--- config.mk ---
export PLATFORM = sky130hd
export DESIGN_NAME = usb_spi_arbiter
export DESIGN_NICKNAME = d
export VERILOG_FILES = /design/src/rtl/usb_spi_arbiter.sv
export SDC_FILE = /design/constraint.sdc
export NUM_CORES = 1
export LEC_CHECK = 0
export BUFFER_PORTS_ARGS = -buffer_cell sky130_fd_sc_hd__buf_2
export CAP_MARGIN = 5
export CELL_PAD_IN_SITES_DETAIL_PLACEMENT = 1
export CELL_PAD_IN_SITES_GLOBAL_PLACEMENT = 1
export CORE_MARGIN = 1.5
export CORE_UTILIZATION = 40
export CTS_CLUSTER_SIZE = 24
export DETAILED_ROUTE_END_ITERATION = 10
export MAX_ROUTING_LAYER = met4
export PLACE_DENSITY_LB_ADDON = 0.1
export SLEW_MARGIN = 30
export SYNTH_ARGS = -nofsm -noshare
export SYNTH_HDL_FRONTEND = slang
export SYNTH_SLANG_ARGS = --single-unit
--- constraint.sdc ---
create_clock -name clk_in -period 1.7 [get_ports clk_in]
set_input_delay 0.17 -clock clk_in [delete_from_list [all_inputs] [get_ports clk_in]]
set_output_delay 0.17 -clock clk_in [all_outputs]
set_load 0.02 [all_outputs]
--- src/rtl/usb_spi_arbiter.sv ---
`default_nettype none
// ============================================================================
//  Module      : usb_spi_arbiter
//  Description : Two-requester round-robin arbiter in front of a MAX3421E SPI
//                byte engine. Each granted transaction sends a command byte
//                and one data byte under a single chip-select assertion, with
//                a per-byte timeout and a minimum chip-select gap afterwards.
//  Revision    : 1.0 - initial release
// ============================================================================
module usb_spi_arbiter #(
   parameter int SS_GAP  = 2,
   parameter int TIMEOUT = 255
) (
   input  logic            clk_in,
   input  logic            rst_in,
   input  logic [1:0]      req_in,
   input  logic [1:0][4:0] reg_in,
   input  logic [1:0]      wr_in,
   input  logic [1:0][7:0] wdata_in,
   output logic [1:0]      ack_out,
   output logic [7:0]      rdata_out,
   output logic            err_out,
   output logic            spi_start_out,
   output logic [7:0]      spi_tx_out,
   input  logic            spi_done_in,
   input  logic [7:0]      spi_rx_in,
   output logic            ss_out,
   output logic            busy_out
);

   localparam logic [2:0]  c_ST_IDLE  = 3'd0;
   localparam logic [2:0]  c_ST_SETUP = 3'd1;
   localparam logic [2:0]  c_ST_CMD   = 3'd2;
   localparam logic [2:0]  c_ST_DATA  = 3'd3;
   localparam logic [2:0]  c_ST_GAP   = 3'd4;

   // Last count value before the byte is declared lost / the gap is over.
   localparam logic [15:0] c_TO_LAST  = 16'(TIMEOUT - 1);
   localparam logic [3:0]  c_GAP_LAST = 4'(SS_GAP - 1);

   logic [2:0]  r_state;
   logic [2:0]  w_state_nxt;

   logic        r_grant;      // requester owning the current transaction
   logic        r_last;       // requester granted most recently
   logic [4:0]  r_reg;
   logic        r_wr;
   logic [7:0]  r_wdata;
   logic [15:0] r_to_cnt;
   logic [3:0]  r_gap_cnt;

   logic        r_ss;
   logic        r_start;
   logic [7:0]  r_tx;
   logic [1:0]  r_ack;
   logic        r_err;
   logic [7:0]  r_rdata;

   logic        w_any_req;
   logic        w_pick;
   logic        w_timeout;
   logic        w_ss_nxt;
   logic        w_start_nxt;
   logic [7:0]  w_tx_nxt;
   logic [1:0]  w_ack_nxt;
   logic        w_err_nxt;
   logic [7:0]  w_rdata_nxt;

   assign w_any_req = |req_in;
   // On contention the requester not served last wins; a lone request always wins.
   assign w_pick    = (req_in == 2'b11) ? ~r_last : req_in[1];
   assign w_timeout = (r_to_cnt == c_TO_LAST);

   assign ss_out        = r_ss;
   assign spi_start_out = r_start;
   assign spi_tx_out    = r_tx;
   assign ack_out       = r_ack;
   assign err_out       = r_err;
   assign rdata_out     = r_rdata;
   assign busy_out      = (r_state != c_ST_IDLE);

   // State register.
   always_ff @(posedge clk_in) begin
      if (!rst_in) begin
         r_state <= c_ST_IDLE;
      end else begin
         r_state <= w_state_nxt;
      end
   end

   // Next-state logic; a done coinciding with timeout expiry counts as a done.
   always_comb begin
      w_state_nxt = r_state;
      case (r_state)
         c_ST_IDLE:  if (w_any_req) w_state_nxt = c_ST_SETUP;
         c_ST_SETUP: w_state_nxt = c_ST_CMD;
         c_ST_CMD: begin
            if (spi_done_in)    w_state_nxt = c_ST_DATA;
            else if (w_timeout) w_state_nxt = c_ST_GAP;
         end
         c_ST_DATA:  if (spi_done_in || w_timeout) w_state_nxt = c_ST_GAP;
         c_ST_GAP:   if (r_gap_cnt == c_GAP_LAST) w_state_nxt = c_ST_IDLE;
         default:    w_state_nxt = c_ST_IDLE;
      endcase
   end

   // Output decode: next values of the registered SPI and handshake outputs.
   always_comb begin
      w_ss_nxt    = r_ss;
      w_start_nxt = 1'b0;
      w_tx_nxt    = r_tx;
      w_ack_nxt   = 2'b00;
      w_err_nxt   = 1'b0;
      w_rdata_nxt = r_rdata;
      case (r_state)
         c_ST_IDLE: begin
            if (w_any_req) w_ss_nxt = 1'b0;
         end
         c_ST_SETUP: begin
            w_start_nxt = 1'b1;
            w_tx_nxt    = {r_reg, 1'b0, r_wr, 1'b0};
         end
         c_ST_CMD: begin
            if (spi_done_in) begin
               w_start_nxt = 1'b1;
               w_tx_nxt    = r_wr ? r_wdata : 8'h00;
            end else if (w_timeout) begin
               w_ss_nxt           = 1'b1;
               w_ack_nxt[r_grant] = 1'b1;
               w_err_nxt          = 1'b1;
               w_rdata_nxt        = 8'hFF;
            end
         end
         c_ST_DATA: begin
            if (spi_done_in) begin
               w_ss_nxt           = 1'b1;
               w_ack_nxt[r_grant] = 1'b1;
               if (!r_wr) w_rdata_nxt = spi_rx_in;
            end else if (w_timeout) begin
               w_ss_nxt           = 1'b1;
               w_ack_nxt[r_grant] = 1'b1;
               w_err_nxt          = 1'b1;
               w_rdata_nxt        = 8'hFF;
            end
         end
         c_ST_GAP: begin
            w_ss_nxt = 1'b1;
         end
         default: begin
            w_ss_nxt = 1'b1;
         end
      endcase
   end

   // Datapath: output registers, request latch at grant, byte and gap counters.
   always_ff @(posedge clk_in) begin
      if (!rst_in) begin
         r_ss      <= 1'b1;
         r_start   <= 1'b0;
         r_tx      <= 8'h00;
         r_ack     <= 2'b00;
         r_err     <= 1'b0;
         r_rdata   <= 8'h00;
         r_grant   <= 1'b0;
         r_last    <= 1'b1;
         r_reg     <= 5'd0;
         r_wr      <= 1'b0;
         r_wdata   <= 8'h00;
         r_to_cnt  <= 16'd0;
         r_gap_cnt <= 4'd0;
      end else begin
         r_ss    <= w_ss_nxt;
         r_start <= w_start_nxt;
         r_tx    <= w_tx_nxt;
         r_ack   <= w_ack_nxt;
         r_err   <= w_err_nxt;
         r_rdata <= w_rdata_nxt;

         if (r_state == c_ST_IDLE && w_any_req) begin
            r_grant <= w_pick;
            r_last  <= w_pick;
            r_reg   <= reg_in[w_pick];
            r_wr    <= wr_in[w_pick];
            r_wdata <= wdata_in[w_pick];
         end

         // Zero in the cycle the start pulse is visible, so the count equals
         // cycles elapsed since spi_start_out.
         if (w_start_nxt) begin
            r_to_cnt <= 16'd0;
         end else if (r_state == c_ST_CMD || r_state == c_ST_DATA) begin
            r_to_cnt <= r_to_cnt + 16'd1;
         end

         if (r_state == c_ST_GAP) begin
            r_gap_cnt <= r_gap_cnt + 4'd1;
         end else begin
            r_gap_cnt <= 4'd0;
         end
      end
   end

endmodule
`default_nettype wire

==> run metrics <==
PortBufs 62; nets 412; initial core utilization 42.2%; Post-synth top flop dfxtp_1; top cell family by delay on the critical path simple AND/OR/NAND/NOR gates; critical-path cell list buf_4 -> or3_4 -> buf_2; synthesized area per cell 9.23 um^2; Seq/Total Area, Yosys 43.8%; CTS tree done; switching power total 1.05 mW; max cap viols 0; Seq cells post-synth 60; combinational power share 19.6%; fraction of power spent switching nets 28.4%; final WL 6600 um; CTS Sinks 60; Sum Neg Setup Slack 0 ns; Syn Nets 342; share of the synthesized area in the top cell type 43.8%; largest net degree at the start of global routing 40; Synth area leaders dfxtp_1 44%, o211a_1 6.9%, mux2i_1 5.1%, nand2_1 4.0%, nand3_1 3.1%; Worst Setup Start Kind flip-flop; most frequent cell after synthesis dfxtp_1; Slew @ Worst Pin 0.408 ns; most flop-heavy register r_to_cnt; asr flop ratio synth 0%; Place WS 0.0962 ns; Die Y-Extent 85.8 um; final count of negative-setup-slack endpoints 0; Reg clk slew, reported paths 0.06 ns; Max Clock Freq 625 MHz; GRT Resource Usage Total 19.6%; via count 2381; Layout Skew 0.00850 ns; die width 85.8 um; pwr/cell area 1090 nW/um^2; fin crit period 1.60 ns; Unique masters post-synth 47; vias in the first global route 2357; Worst EP arrival 1.43 ns; slew margin rel. 72.7%; Leakage Power 1.59 nW; CP Class reg -> out; CP endpoint kind output port; VDD IR max 0.609 mV; Ys Warns 0; Hold WC Path Type in -> reg; unrepaired setup endpoints after global routing no; synth cell count leaders 60 x dfxtp_1, 29 x nand2_1, 20 x nor2_1; cell count after synthesis 297; Cell Rows 29; DP Wirelength 4560 um; Root Buffer clkbuf_8; floorplan core area 6490 um^2; number of synthesized flops with an enable pin 0; Int Pwr 2.65 mW; fin crit share 94.1%; initial antenna violation count 0; status finished clean; Crit path required time 1.53 ns; Crit Path Max Fanout 8; die area 7360 um^2; antenna-violating nets left 0; share of total power in the clock network 36.0%; Post-CTS Setup Repair Bufs 0; Final Hold Vio Count 0; initial detailed-routing violation count 97; Crit path largest cell delay 0.37 ns; WP buf/inv 2; Worst path slowest cell or3_4; DR pass1 iterations 4; total CTS buffers 9; clk buf depth 2; sequential power share 44.4%; htree depth 3; gp weighted congestion 0.722; Slew Viols, Final 0; Clock Latency Late Sink 0.35 ns; vias per inst 5.31; Area Growth Syn to Fin 23.5%; share of cells above drive strength 1 27.8%; ANT cells 0; final worst-path setup slack 0.0997 ns; total I/O pin count 63; drt wl/cell 14.7 um; grt ovf 0; area leader, netlist dfxtp_1; global-route wire length before repair 10900 um; DR DRC count 0; synthesized cell area 2740 um^2; Largest register FFs 16
[what timing repair did]
item                                   in CTS  in global routing
setup endpoints to repair                   0                 11
resized for setup                           0                  3
hold buffers                                0                  0
endpoints found under the hold margin       0                  0
[power groups by stage]
stage	logic [mW]	registers, mW	clock network [mW]
3_5_place_dp	0.734	1.67	0
3_3_place_gp	0.716	1.67	0
5_1_grt	0.811	1.66	1.42
2_1_floorplan	0.477	1.68	0
4_1_cts	0.737	1.64	1.36
6_report	0.722	1.64	1.33
[stage by stage]
stage / hold slack (ns) / power [mW] / utilization (%) / area [um^2] / instances
detailed placement: 0.430 / 2.40 / 49.0 / 3180 / 433
global route: 0.127 / 3.89 / 52.1 / 3390 / 448
floorplan: 0.309 / 2.15 / - / 2740 / 297
CTS: 0.101 / 3.74 / 52.1 / 3380 / 448
finish: 0.103 / 3.69 / 52.1 / 3390 / 448
global placement: 0.432 / 2.38 / 49.0 / 3180 / 433
[cell type report]
class	count	area, um^2
multi-input cells	204	1390
clock inverters	1	30.0
inverters	14	52.6
flip-flops and latches	60	1200
clock buffers	14	173
well taps	77	96.3
repair buffers	78	443
fillers	790	3110
[cells by family after synthesis]
| family | share of synthesized area (%) |
|---|---|
| flops | 43.8 |
| mux | 5.11 |
| simple gates | 22.5 |
| xor+xnor | 3.51 |
| buf+inv | 5.61 |
| fa+ha+maj | 1.82 |
| compound gates | 17.6 |
[layer usage]
metal / up-vias / GRT usage [%] / wire (um)
met3: 8 / 4.33 / 251
met1: 1139 / 22.5 / 2980
li1: 1186 / - / -
met2: 48 / 32.4 / 3240
met4: 0 / 9.53 / 136
met5: - / - / 0
[cell usage in the layout (no fill, tap or decap), drive strengths merged, types with 3 or more instances in the layout]
| cell | n |
|---|---|
| buf | 78 |
| dfxtp | 60 |
| nand2 | 29 |
| nor2 | 21 |
| o211a | 19 |
| nand3 | 18 |
| inv | 14 |
| mux2i | 14 |
| clkbuf | 14 |
| a21oi | 13 |
| o21ai | 13 |
| nand2b | 8 |
| nand4 | 7 |
| xor2 | 7 |
| a21boi | 6 |
| or4 | 5 |
| xnor2 | 4 |
| ha | 4 |
| o2111ai | 3 |
| o31ai | 3 |
| and2 | 3 |
[path summary, 6_finish.rpt]
check | cells after the start | endpoint | start | slack [ns]
max reg2reg | 6 | rdata_out[6]$_SDFFE_PN0P_ | r_to_cnt[0]$_SDFFE_PP0N_ | 0.13
min | 3 | rdata_out[2]$_SDFFE_PN0P_ | spi_rx_in[2] | 0.10
max | 3 | busy_out | r_state[1]$_SDFFE_PN0P_ | 0.1
min reg2reg | 2 | rdata_out[2]$_SDFFE_PN0P_ | rdata_out[2]$_SDFFE_PN0P_ | 0.44
[worst register-to-register path: stages, from the launching register on]
cell and delay [ns]:
dfxtp_2 0.34, inv_1 0.05, ha_1 0.18, and3b_1 0.15, and4_2 0.29, o211ai_4 0.32
a21oi_1 0.11
Note: power is estimated with default switching activity, not from simulation.
